`src/rtl/smc_nominal_model_mc.sv`:
```
// Multi-channel nominal-model integrator (semi-implicit Euler, one shared MAC path).
// Optional SMC_NOM_SAT_EN: saturating accumulators plus sticky ovf output.
module smc_nominal_model_mc #(
    parameter int CH         = 2,
    parameter int W          = 32,
    parameter int GAIN_SHIFT = 4,
    parameter int TS         = 5,
    parameter int TS_FRAC    = 16
) (
    input  logic            clk,
    input  logic            rst,
    input  logic            stop_rst,
    input  logic            start,
    input  logic [CH*W-1:0] u,
    output logic            busy,
    output logic            done,
`ifdef SMC_NOM_SAT_EN
    output logic            ovf,
`endif
    output logic [CH*W-1:0] thetan,
    output logic [CH*W-1:0] dthetan
);

    localparam int IW  = (CH > 1) ? $clog2(CH) : 1;
    localparam int DW  = W + GAIN_SHIFT;
    localparam int TW  = 33;
    localparam int VPW = DW + TW;
    localparam int PPW = W + TW;
    localparam int SW  = VPW + 1;

    localparam logic signed [TW-1:0] TS_S  = TW'(TS);
    localparam logic [W-1:0]         W_MAX = {1'b0, {(W-1){1'b1}}};
    localparam logic [W-1:0]         W_MIN = {1'b1, {(W-1){1'b0}}};

    typedef enum logic [1:0] {IDLE, VEL, POS, DONE} state_t;

    state_t state;
    state_t state_nx;

    logic [W-1:0]   u_hold [CH];
    logic [W-1:0]   vel_st [CH];
    logic [W-1:0]   pos_st [CH];
    logic [IW-1:0]  idx;
    logic [W-1:0]   vel_new;

    logic signed [W-1:0]   u_cur;
    logic signed [DW-1:0]  ddt_ext;
    logic signed [DW-1:0]  ddt;
    logic signed [VPW-1:0] vprod;
    logic signed [VPW-1:0] vdv;
    logic signed [SW-1:0]  vsum;
    logic signed [PPW-1:0] pprod;
    logic signed [PPW-1:0] pdv;
    logic signed [SW-1:0]  psum;
    logic [W-1:0]          vel_next;
    logic [W-1:0]          pos_next;
    logic                  last_ch;

    // True when the wide sum does not fit in W signed bits
    function automatic logic clip(input logic signed [SW-1:0] x);
        return !((&x[SW-1:W-1]) || !(|x[SW-1:W-1]));
    endfunction

    // Reduce a wide sum to W bits: clamp or wrap
    function automatic logic [W-1:0] sat(input logic signed [SW-1:0] x);
`ifdef SMC_NOM_SAT_EN
        if (clip(x)) return x[SW-1] ? W_MIN : W_MAX;
`endif
        return x[W-1:0];
    endfunction

    // Shared multiply/accumulate path for the current channel
    always_comb begin
        u_cur    = $signed(u_hold[idx]);
        ddt_ext  = DW'(u_cur);
        ddt      = ddt_ext <<< GAIN_SHIFT;
        vprod    = VPW'(ddt) * VPW'(TS_S);
        vdv      = vprod >>> TS_FRAC;
        vsum     = SW'($signed(vel_st[idx])) + SW'(vdv);
        vel_next = sat(vsum);
        pprod    = PPW'($signed(vel_new)) * PPW'(TS_S);
        pdv      = pprod >>> TS_FRAC;
        psum     = SW'($signed(pos_st[idx])) + SW'(pdv);
        pos_next = sat(psum);
        last_ch  = (idx == IW'(CH - 1));
    end

`ifndef SMC_NOM_SAT_EN
    logic unused_hi;
    assign unused_hi = ^{vsum[SW-1:W], psum[SW-1:W]};
`endif

    // Sequencer state register
    always_ff @(posedge clk or posedge rst) begin
        if (rst) state <= IDLE;
        else     state <= state_nx;
    end

    // Next-state decode and status outputs
    always_comb begin
        state_nx = state;
        busy     = 1'b0;
        done     = 1'b0;
        unique case (state)
            IDLE: if (start) state_nx = VEL;
            VEL: begin
                busy     = 1'b1;
                state_nx = POS;
            end
            POS: begin
                busy     = 1'b1;
                state_nx = last_ch ? DONE : VEL;
            end
            DONE: begin
                done     = 1'b1;
                state_nx = IDLE;
            end
        endcase
        if (stop_rst) state_nx = IDLE;
    end

    // Channel state, latched inputs and published outputs
    always_ff @(posedge clk or posedge rst) begin
        if (rst) begin
            idx     <= '0;
            vel_new <= '0;
            thetan  <= '0;
            dthetan <= '0;
            for (int k = 0; k < CH; k++) begin
                u_hold[k] <= '0;
                vel_st[k] <= '0;
                pos_st[k] <= '0;
            end
        end else if (stop_rst) begin
            idx     <= '0;
            vel_new <= '0;
            thetan  <= '0;
            dthetan <= '0;
            for (int k = 0; k < CH; k++) begin
                u_hold[k] <= '0;
                vel_st[k] <= '0;
                pos_st[k] <= '0;
            end
        end else begin
            unique case (state)
                IDLE: begin
                    if (start) begin
                        idx <= '0;
                        for (int k = 0; k < CH; k++)
                            u_hold[k] <= u[k*W +: W];
                    end
                end
                VEL: vel_new <= vel_next;
                POS: begin
                    vel_st[idx] <= vel_new;
                    pos_st[idx] <= pos_next;
                    if (last_ch) begin
                        for (int k = 0; k < CH; k++) begin
                            if (idx == IW'(k)) begin
                                dthetan[k*W +: W] <= vel_new;
                                thetan[k*W +: W]  <= pos_next;
                            end else begin
                                dthetan[k*W +: W] <= vel_st[k];
                                thetan[k*W +: W]  <= pos_st[k];
                            end
                        end
                    end else begin
                        idx <= idx + IW'(1);
                    end
                end
                DONE: ;
            endcase
        end
    end

`ifdef SMC_NOM_SAT_EN
    // Sticky flag set whenever either accumulator clamps
    always_ff @(posedge clk or posedge rst) begin
        if (rst)
            ovf <= 1'b0;
        else if (stop_rst)
            ovf <= 1'b0;
        else if (state == VEL && clip(vsum))
            ovf <= 1'b1;
        else if (state == POS && clip(psum))
            ovf <= 1'b1;
    end
`endif

endmodule

```
`config.mk`:
```
export PLATFORM = sky130hd
export DESIGN_NAME = smc_nominal_model_mc
export DESIGN_NICKNAME = d
export VERILOG_FILES = /design/src/rtl/smc_nominal_model_mc.sv
export SDC_FILE = /design/constraint.sdc
export NUM_CORES = 1
export LEC_CHECK = 0
export ABC_AREA = 1
export CORE_MARGIN = 5
export CORE_UTILIZATION = 59
export CTS_CLUSTER_SIZE = 40
export DETAILED_ROUTE_END_ITERATION = 6
export PLACE_DENSITY = 0.87
export SYNTH_ARGS = -nofsm -noshare
export SYNTH_HDL_FRONTEND = slang
export SYNTH_SLANG_ARGS = --single-unit
```
`constraint.sdc`:
```
create_clock -name clk -period 14.5 [get_ports clk]
set_clock_uncertainty 0.2 [all_clocks]
set_input_delay 2.175 -clock clk [delete_from_list [all_inputs] [get_ports clk]]
set_output_delay 2.175 -clock clk [all_outputs]
set_load 0.02 [all_outputs]
```
==> run metrics, run 1 <==
run status=completed; Slew Limit Fails=0; mapped cell area=21000 sq um; synth top area cells=dfrtp_1 (42%), nand2_1 (11%), ha_1 (11%); Tcrit/Tclk final=0.416; CP max FO=88; layout cells sized above 1=0.0512; number of nets in the layout=3000; cts bufs inserted=38; worst min path class=reg -> reg; clk buf depth=3; setup TNS=0 ns; detailed-route DRC error count=0; Final Power=0.00381 W; Die H=198 um; Filler Cells Inserted=2760; Seq cells post-synth=355; remaining global-route overflow=0; Area after DPL=23200 sq um; RSZ-0062 raised after global routing=false; H-tree depth=2; Detailed Routing Iterations Pass 1=6; Leak=12.0 nW; synth cell count leaders=nand2_1 (625), o21ai_0 (375), dfrtp_1 (355), inv_1 (266), ha_1 (185); Synth cell types=54; most common cell in the synthesized netlist=nand2_1; vias in the first global route=19100; Skew-Pair Late Insertion Delay=0.55 ns; total wire length=58.7 mm; DR WL/cell=18.1 um; fmax=0.166 GHz; Final Instance Area=24500 sq um; Initial Utilization=0.594; crit path capture type=flip-flop; Die ar.=39400 sq um; Pwr Density=155 nW/um^2; Top Ports=198; Core Region=35300 sq um; type of origin of the critical path=flip-flop; sequential area share after synthesis=0.424; # port buffers=197; Fin. Hold Viols=0; vias per cell=5.88; Mapped Cells=2592; 1st-iter DRT viols=1372; area delta synth->final=16.9%; worst vdd ir=0.000108 V; Post-synth top flop=dfrtp_1; fin util=0.694; Worst EP required=14.73 ns; Root Buffer=clkbuf_16; All-Layer GR Usage=0.300; vias post-DR=19000; TritonCTS clock tree=done; antenna-violating nets left=0; worst-margin pin slew=1.24 ns; # Post-CTS Setup Buffers=0; Post-synth EDFFs=0; CP Class=reg -> reg; post-synth top area cell=dfrtp_1; Clk pin slew, worst setup/hold paths=0.06 ns; Row Count=69; syn_nets=2847; Die X=198 um; post-synth top area share=0.424; asr flop ratio synth=1.00; global-route wire length before repair=97.1 mm; TritonCTS Sinks=355; initial antenna violation count=0; post-layout min period=6.03 ns; GP Congestion=1.04; yosys warns=0; cts repair resizes=0; crit path DAT=6.25 ns; maxcap violations=0; worst rel slew slack=0.171; final setup fails=0; largest net degree at the start of global routing=148; DP HPWL=43.0 mm; diode count=0; Post-CTS Hold Fix Bufs=0; syn_area_per_cell=8.09 sq um
[layout by cell type (no fill, tap or decap), drive strengths merged, types with 2 or more instances in the layout]
master,synthesis,layout
nand3,141,141
clkdlybuf4s50,0,197
nor3,13,13
a31oi,11,11
dfrtp,355,355
clkbuf,89,53
o21a,7,7
a21boi,4,4
or2,8,8
buf,9,14
o31ai,2,2
ha,185,185
nand3b,10,10
a21oi,143,143
a31o,2,2
xnor2,33,33
a21o,15,15
a211oi,4,4
bufinv,0,2
nand4,17,17
nor4,7,7
o21bai,7,7
xor2,45,45
nand2,647,647
o22ai,56,56
nor2,102,102
o2111ai,3,3
clkinv,2,10
o221ai,4,4
clkinvlp,0,3
o211ai,5,5
inv,268,271
fa,2,2
o21ai,389,389
[report_power, final]
part	total, W	internal (W)	switching [W]
combinational	0.00166	0.000538	0.00113
clock	0.000984	0.000575	0.000409
sequential	0.00116	0.00109	0.0000677
[layout make-up]
type                            count  area, sq um  share of cell area
Sequential cell                   355         8890               0.363
Timing Repair Buffer              211         2080              0.0847
Inverter                          270         1020              0.0416
Tap cell                          461          577              0.0235
Clock inverter                     16          168             0.00684
Multi-Input combinational cell   1869        10700               0.435
Clock buffer                       53         1110              0.0452
[state kept, by name (all words and copies together) (netlist names)]
register  count
u_hold       64
vel_new      32
thetan       64
state         2
idx           1
pos_st       64
dthetan      64
vel_st       64
[layer usage]
| metal | track usage | wire length, um | vias to the layer above |
|---|---|---|---|
| met3 | 0.0457 | 4190 | 165 |
| met4 | 0.115 | 2370 | 0 |
| met5 | 0 | 0 | - |
| li1 | - | - | 8991 |
| met1 | 0.393 | 23900 | 9028 |
| met2 | 0.507 | 28200 | 829 |
[critical path: stages (launching register included)]
cell	delay, ns
dfrtp_4	0.56
buf_4	0.63
o21ai_0	0.34
ha_1	0.38
ha_1	0.37
a21oi_1	0.20
nor2_1	0.06
nor2_1	0.08
o21ai_0	0.08
a21oi_1	0.26
o21ai_0	0.18
a21oi_1	0.32
o21ai_0	0.15
xor2_1	0.19
ha_1	0.39
nand2_1	0.09
o21ai_0	0.22
a21oi_2	0.08
o21ai_2	0.25
a21oi_2	0.12
o21ai_1	0.21
a21oi_1	0.13
or2_1	0.23
nand3_1	0.08
nand2_1	0.07
[kinds of logic after synthesis]
group,synth area share
AO/OA/AOI/OAI,0.171
XOR/XNOR,0.0326
adder cells (fa/ha/maj),0.112
buffers and inverters,0.0682
flip-flops,0.424
multiplexers,0.000478
AND/OR/NAND/NOR,0.192
[path summary, 6_finish.rpt]
| kind | start | cells after the start | end | slack, ns |
|---|---|---|---|---|
| worst min register to register | pos_st[58]$_DFFE_PP0P_ | 2 | pos_st[58]$_DFFE_PP0P_ | 0.28 |
| worst min-delay path | pos_st[58]$_DFFE_PP0P_ | 2 | pos_st[58]$_DFFE_PP0P_ | 0.28 |
| worst max register to register | idx$_DFFE_PP0P_ | 24 | vel_new[23]$_DFFE_PP0P_ | 8.47 |
| worst max-delay path | idx$_DFFE_PP0P_ | 24 | vel_new[23]$_DFFE_PP0P_ | 8.47 |
| max in group asynchronous | rst | 4 | idx$_DFFE_PP0P_ | 9.55 |
| min in group asynchronous | rst | 2 | dthetan[40]$_DFFE_PP0P_ | 2.03 |
[through the flow]
step / std cells / hold slack, ns / setup slack (ns)
floorplan: 2592 / 0.249 / 2.28
global placement: 3166 / 0.262 / 8.84
detailed placement: 3166 / 0.266 / 8.61
CTS: 3235 / 0.283 / 8.60
global route: 3235 / 0.300 / 7.89
finish: 3235 / 0.281 / 8.47
(Power assumes the default switching activity.)
==> inputs of run 2 (changes only) <==
Settings changed: CORE_UTILIZATION 59 to 53, PLACE_DENSITY 0.87 to 0.83.
Clock period 14.5 ns to 5.5 ns, I/O delays scaled along.
==> run metrics, run 2 (same netlist as run 1, synthesis figures left out) <==
run status=completed; setup TNS=0 ns; Filler Cells Inserted=3286; TritonCTS Sinks=355; Die ar.=43600 sq um; crit path capture type=flip-flop; antenna-violating nets left=0; GP Congestion=0.927; # port buffers=197; 1st-iter DRT viols=1327; Tcrit/Tclk final=0.938; Die X=209 um; Reg power frac=0.304; largest net degree at the start of global routing=193; area delta synth->final=18.2%; Slew Limit Fails=0; DP HPWL=41.9 mm; Skew-Pair Late Insertion Delay=0.57 ns; Post-CTS Hold Fix Bufs=0; max incr delay on CP=0.54 ns; sw frac=0.418; clk buf depth=3; Final Power=0.0100 W; net load switching power=0.00418 W; final setup fails=0; most frequent cells in the layout=nand2_1 (623), dfrtp_1 (354), o21ai_0 (353), inv_1 (264), clkdlybuf4s50_1 (197); DR WL met2=27.4 mm; Clk pwr share=0.258; DR WL/cell=17.3 um; number of nets in the layout=3013; CP max-delay cell=dfrtp_4; worst vdd ir=0.000270 V; type of origin of the critical path=flip-flop; TritonCTS clock tree=done; Root Buffer=clkbuf_16; Leak=12.0 nW; fmax=0.194 GHz; Core Region=38900 sq um; Highest Signal Layer=met4; logic gate share of total power=0.438; most common cell after layout, fill and taps aside=nand2_1; All-Layer GR Usage=0.258; initial antenna violation count=0; worst-margin pin slew=1.06 ns; wl on met1=24.9 mm; diode count=0; fin util=0.637; Clk pin slew, worst setup/hold paths=0.06 ns; Initial Utilization=0.539; crit path DAT=5.38 ns; Top Ports=198; maxcap violations=0; global-route wire length before repair=94.2 mm; CP max FO=22; H-tree depth=2; vias in the first global route=18600; Finished Layout Cells=3307; Worst EP required=5.72 ns; Detailed Routing Iterations Pass 1=6; Cells after DPL=3232; remaining global-route overflow=0; vias post-DR=18700; post-layout min period=5.16 ns; detailed-route DRC error count=0; total wire length=57.2 mm; Worst Setup Slack, final=0.339 ns; met3 routed WL=3.21 mm; cts bufs inserted=39; vias per cell=5.67; Setup WS pre-CTS=0.0126 ns; worst min path class=reg -> reg; Die H=209 um; Fin. Hold Viols=0; Internal Pwr Total=0.00583 W; CP Class=reg -> reg; Pwr Density=404 nW/um^2; Row Count=72; layout cells sized above 1=0.0620; worst rel slew slack=0.290; reg-to-reg slack, setup=0.34 ns
==> run 2: cell types whose count changed in the layout (fill, tap and decap cells not counted), moves of 5 or more <==
cell,change
o21ai_0,-21
o21ai_2,+5
a21oi_2,+7
a21oi_1,-7
o21ai_1,+16
buf_4,+6
==> run 2: routing by layer <==
metal,track usage,up-vias
met5,0,-
met2,0.431,579
met4,0.0716,0
li1,-,9024
met3,0.0412,114
met1,0.352,9031
==> run 2: final timing paths <==
path | start | endpoint | cells after the start
setup reg to reg | idx$_DFFE_PP0P_ | vel_new[26]$_DFFE_PP0P_ | 28
min in group asynchronous | rst | vel_st[8]$_DFFE_PP0P_ | 3
setup / recovery | idx$_DFFE_PP0P_ | vel_new[26]$_DFFE_PP0P_ | 28
max in group asynchronous | rst | u_hold[27]$_DFFE_PP0P_ | 3
hold / removal | thetan[19]$_DFFE_PP0P_ | thetan[19]$_DFFE_PP0P_ | 2
hold reg to reg | thetan[19]$_DFFE_PP0P_ | thetan[19]$_DFFE_PP0P_ | 2
==> run 2: final cells by class <==
type,count,area (sq um),area share
Clock buffer,55,1100,0.0442
Clock inverter,17,156,0.00631
Inverter,270,1020,0.0410
Multi-Input combinational cell,1869,10800,0.434
Sequential cell,355,8890,0.359
Tap cell,518,648,0.0261
Timing Repair Buffer,223,2230,0.0899
==> run 2: through the flow <==
step / hold WS [ns] / instance area (sq um)
4_1_cts: 0.281 / 24700
3_5_place_dp: 0.266 / 23400
3_3_place_gp: 0.262 / 23400
5_1_grt: 0.296 / 24800
6_report: 0.278 / 24800
2_1_floorplan: 0.249 / 21000
==> run 2: critical path, delay by kind of cell, from the launching register on <==
| family | cells | cell delay (ns) |
|---|---|---|
| compound gates | 11 | 1.45 |
| simple gates | 9 | 1.06 |
| fa+ha+maj | 3 | 1.04 |
| flops | 1 | 0.54 |
| buf+inv | 4 | 0.46 |
| xor+xnor | 1 | 0.27 |
==> run 2: timing repair <==
item	4_1_cts	5_1_grt
setup endpoints to repair	0	24
gates resized for setup	0	42
setup buffers	0	3
endpoints found under the hold margin	0	0
==> run 2: power groups by stage <==
| stage | Combinational (W) | Sequential (W) | Clock [W] |
|---|---|---|---|
| 2_1_floorplan | 0.00312 | 0.00305 | 0 |
| 6_report | 0.00438 | 0.00305 | 0.00258 |
| 3_3_place_gp | 0.00413 | 0.00309 | 0 |
| 5_1_grt | 0.00491 | 0.00307 | 0.00274 |
| 4_1_cts | 0.00427 | 0.00306 | 0.00263 |
| 3_5_place_dp | 0.00421 | 0.00310 | 0 |
==> inputs of run 3 (changes only) <==
Settings changed: CORE_UTILIZATION 53 to 59, PLACE_DENSITY 0.83 to 0.87.
Clock period 5.5 ns to 5.38 ns, I/O delays scaled along.
==> run metrics, run 3 (same netlist as run 1, synthesis figures left out) <==
run status=completed; TritonCTS Sinks=355; Slew Limit Fails=0; most frequent cells in the layout=nand2_1 (623), dfrtp_1 (354), o21ai_0 (347), inv_1 (264), clkdlybuf4s50_1 (197); All-Layer GR Usage=0.308; Detailed Routing Iterations Pass 1=7; Leak=12.3 nW; Fin. Hold Viols=0; Pwr Density=433 nW/um^2; vias in the first global route=19400; Row Count=69; fmax=0.193 GHz; worst rel slew slack=0.305; post-layout min period=5.18 ns; crit path DAT=5.37 ns; largest net degree at the start of global routing=193; Core Region=35300 sq um; total wire length=61.1 mm; clk buf depth=3; setup TNS=0 ns; vias post-DR=19100; Die H=198 um; remaining global-route overflow=0; Tcrit/Tclk final=0.963; cts bufs inserted=40; Post-CTS Hold Fix Bufs=0; type of origin of the critical path=flip-flop; max incr delay on CP=0.52 ns; CP Class=reg -> reg; Skew-Pair Late Insertion Delay=0.57 ns; CP max-delay cell=dfrtp_4; Clk pin slew, worst setup/hold paths=0.06 ns; worst min path class=reg -> reg; H-tree depth=2; final setup fails=0; DR WL/cell=18.6 um; antenna-violating nets left=0; vias per cell=5.81; most used cell, CP=nand2_1; diode count=0; TritonCTS clock tree=done; maxcap violations=0; initial antenna violation count=0; 1st-iter DRT viols=1406; Filler Cells Inserted=2627; worst vdd ir=0.000366 V; DP HPWL=44.4 mm; detailed-route DRC error count=0; # port buffers=197; Die X=198 um; area delta synth->final=20.6%; Worst EP required=5.57 ns; global-route wire length before repair=98.5 mm; Final Power=0.0110 W; Initial Utilization=0.594; number of nets in the layout=3047; layout cells sized above 1=0.0793; Root Buffer=clkbuf_16; CP max FO=10; crit path capture type=flip-flop; Top Ports=198; most common cell after layout, fill and taps aside=nand2_1; GP Congestion=0.949; worst-margin pin slew=1.04 ns; Die ar.=39400 sq um
## run 3: changes by cell type in the layout (fill, tap and decap cells not counted), moves of 4 or more
cell / before / now
clkbuf_1: 10 / 6
bufinv_16: 2 / 7
o21ai_0: 353 / 347
ha_1: 183 / 179
o21ai_1: 27 / 33
buf_4: 20 / 52
clkinv_2: 9 / 3
## run 3: power breakdown
part / total, W / switching [W] / internal, W
sequential: 0.00312 / 0.000182 / 0.00294
clock: 0.00303 / 0.00116 / 0.00187
combinational: 0.00480 / 0.00315 / 0.00165
total: 0.0110 / 0.00449 / 0.00646
## run 3: repair_timing
action,CTS,global route
pin swaps,0,6
gates resized for setup,6,54
setup buffers,0,7
endpoints found under the setup margin,2,34
## run 3: cell type report
| class | instances | area (sq um) | area share |
|---|---|---|---|
| well taps | 461 | 577 | 0.0228 |
| multi-input cells | 1869 | 10800 | 0.429 |
| flip-flops and latches | 355 | 8890 | 0.351 |
| repair buffers | 256 | 2490 | 0.0986 |
| inverters | 270 | 1020 | 0.0403 |
| clock inverters | 18 | 298 | 0.0118 |
| clock buffers | 56 | 1170 | 0.0464 |
## run 3: per-layer routing
metal / vias to the layer above / GRT usage / part of all wire
li1: 9104 / - / -
met1: 9188 / 0.396 / 0.41
met2: 648 / 0.542 / 0.50
met3: 136 / 0.0454 / 0.057
met4: 0 / 0.0965 / 0.030
met5: - / 0 / 0
## run 3: final timing paths
path,startpoint,end,slack [ns],depth (start not counted)
max reg2reg,idx$_DFFE_PP0P_,vel_new[27]$_DFFE_PP0P_,0.20,27
max in group asynchronous,rst,idx$_DFFE_PP0P_,3.42,3
min,thetan[39]$_DFFE_PP0P_,thetan[39]$_DFFE_PP0P_,0.28,2
min reg2reg,thetan[39]$_DFFE_PP0P_,thetan[39]$_DFFE_PP0P_,0.28,2
min in group asynchronous,rst,pos_st[39]$_DFFE_PP0P_,0.53,2
max,idx$_DFFE_PP0P_,vel_new[27]$_DFFE_PP0P_,0.20,27
## run 3: worst max-delay path: cells and delay by family, from the launching register on
family,cells,cell delay (ns)
buf+inv,4,0.47
fa+ha+maj,3,1.00
compound gates,12,2.06
xor+xnor,1,0.14
flops,1,0.52
simple gates,7,0.61
## run 3: through the flow
stage                     cells  instance area [sq um]  worst slack (ns)  hold WS (ns)  utilization
after floorplan            2592                  21000            -0.383         0.249            -
after global placement     3204                  23600          -0.00451         0.262        0.668
after detailed placement   3204                  23600           -0.0430         0.266        0.668
after CTS                  3278                  25100            0.0201         0.283        0.710
after global routing       3285                  25300           -0.0349         0.298        0.716
final                      3285                  25300             0.200         0.280        0.716
==> patch (settings of run 3) <==
The parameter `CH` goes from 2 to 1.
--- a/src/rtl/smc_nominal_model_mc.sv
+++ b/src/rtl/smc_nominal_model_mc.sv
@@ -1,7 +1,7 @@
 // Multi-channel nominal-model integrator (semi-implicit Euler, one shared MAC path).
 // Optional SMC_NOM_SAT_EN: saturating accumulators plus sticky ovf output.
 module smc_nominal_model_mc #(
-    parameter int CH         = 2,
+    parameter int CH         = 1,
     parameter int W          = 32,
     parameter int GAIN_SHIFT = 4,
     parameter int TS         = 5,
Interface: changed (resized dthetan, thetan and u); port bits go from 198 to 102. No check against the original RTL was run, so the function may have changed too.
==> patch against run 3 <==
Sequential power down 57%. Area after synthesis down 38%. Design area down 41%. Wire length down 34%. Setup slack better by 560 ps. Maximum frequency up 12%. Power down 55%. Sequential cell count down 225. Highest routed layer unchanged.
==> patch: results (changes against run 3) <==
metric,value,unit,change
outcome,"complete, no violations",,
Worst EP required,5490,ps,-80 ps
worst reg2reg path depth,21,,-22%
crit path launch,vel_new[7],,
GP Congestion,1.03,,+8.2%
CTS H-tree lvls,4,,+2
Final #Nets,2205,,-28%
# resized after CTS,0,,-6
Total Routing Usage GR,0.327,,+0.0188
flop-to-flop setup slack,760,ps,+560 ps
hold endpoint,thetan[20],,
CTS root buffer,clkbuf_16,,
worst vdd ir,0.000205,V,-44%
Netlist cell types,54,,unchanged
worst skew pair latency,430,ps,-140 ps
HP Start,thetan[20],,
Post-synth top cells,"443 x nand2_1, 229 x inv_1, 200 x ha_1, 167 x nor2_1, 162 x a21oi_1",,
Starting DRT DRC Count,1158,,-18%
Syn Area/Cell,6.99,sq um,-14%
main area contributors after synthesis,"dfrtp_1 25%, ha_1 19%, nand2_1 13%",,
placed insts,2228,,-30%
DP HPWL,33100,um,-26%
per-cell routed wire length,18.0,um,-3.3%
clk buf depth,2,,-1
Initial DRT Pass Iterations,7,,unchanged
initial antenna violation count,0,,unchanged
layout cells sized above 1,0.0500,,-0.0293
Async SR Flop Fraction,1.00,,unchanged
Finished Layout Cells,2260,,-31%
Least-Margin Pin Slew,982,ps,-60.0 ps
Num CTS Buffers,17,,-57%
most used flip-flop cell after synthesis,dfrtp_1,,
first-pass GRT wire length,65500,um,-34%
leak pwr,7.94,nW,-35%
hold path depth,2,,unchanged
"count leader, synth",nand2_1,,
syn nets,2103,,-26%
IO buf count,101,,-49%
crit path to,thetan[28],,
via count,13400,,-30%
post-synthesis sequential area ratio,0.250,,-0.174
pin count of the biggest net entering global routing,99,,-49%
CP Max Fanout,15,,+5
==> patch: worst max-delay path, stage by stage, from the launching register on <==
cell and delay (ps):
dfrtp_1 460, ha_1 330, ha_1 310, nand2_1 100, inv_1 90, a21oi_1 150
nand2_1 80, nand2_1 60, nand2_1 120, nand2_1 180, nand2_1 100, nand2_1 120
nand2_1 390, ha_1 530, nand2_1 190, a21oi_1 70, nor2_1 220, o221ai_1 210
nor2_1 140, nand2_1 130, o21ai_0 230, nand2_1 80
==> patch: cells by family after synthesis <==
logic type               after synthesis  share of synthesized area
XOR/XNOR                              41                     0.0275
AND/OR/NAND/NOR                      789                      0.256
adder cells (fa/ha/maj)              202                      0.195
AO/OA/AOI/OAI                        442                      0.196
buffers and inverters                261                     0.0764
flip-flops                           130                      0.250
==> patch: stage by stage <==
stage	hold WS, ps	total power, mW	util	instance area (sq um)	worst slack, ps
after floorplan	280	2.90	-	13000	904
after global placement	298	3.61	0.658	14400	906
after detailed placement	308	3.66	0.658	14400	941
after CTS	323	4.93	0.687	15000	915
after global routing	336	5.30	0.687	15000	540
final	320	4.95	0.687	15000	765
==> patch: report_power, final <==
| group | internal, mW | switching, mW |
|---|---|---|
| Clock | 0.772 | 0.478 |
| Sequential | 1.14 | 0.202 |
| Combinational | 0.831 | 1.53 |
==> patch: layout make-up <==
class,count,area [sq um]
Clock buffer,22,474
Clock inverter,10,148
Fill cell,1857,6830
Inverter,232,876
Multi-Input combinational cell,1474,8800
Sequential cell,130,3250
Tap cell,280,350
Timing Repair Buffer,112,1090
==> patch: routing by layer <==
metal | part of all wire | global-route usage | vias to the layer above
met5 | 0 | 0 | -
li1 | - | - | 6493
met2 | 0.47 | 0.547 | 524
met1 | 0.41 | 0.410 | 6227
met4 | 0.050 | 0.153 | 0
met3 | 0.070 | 0.0601 | 114
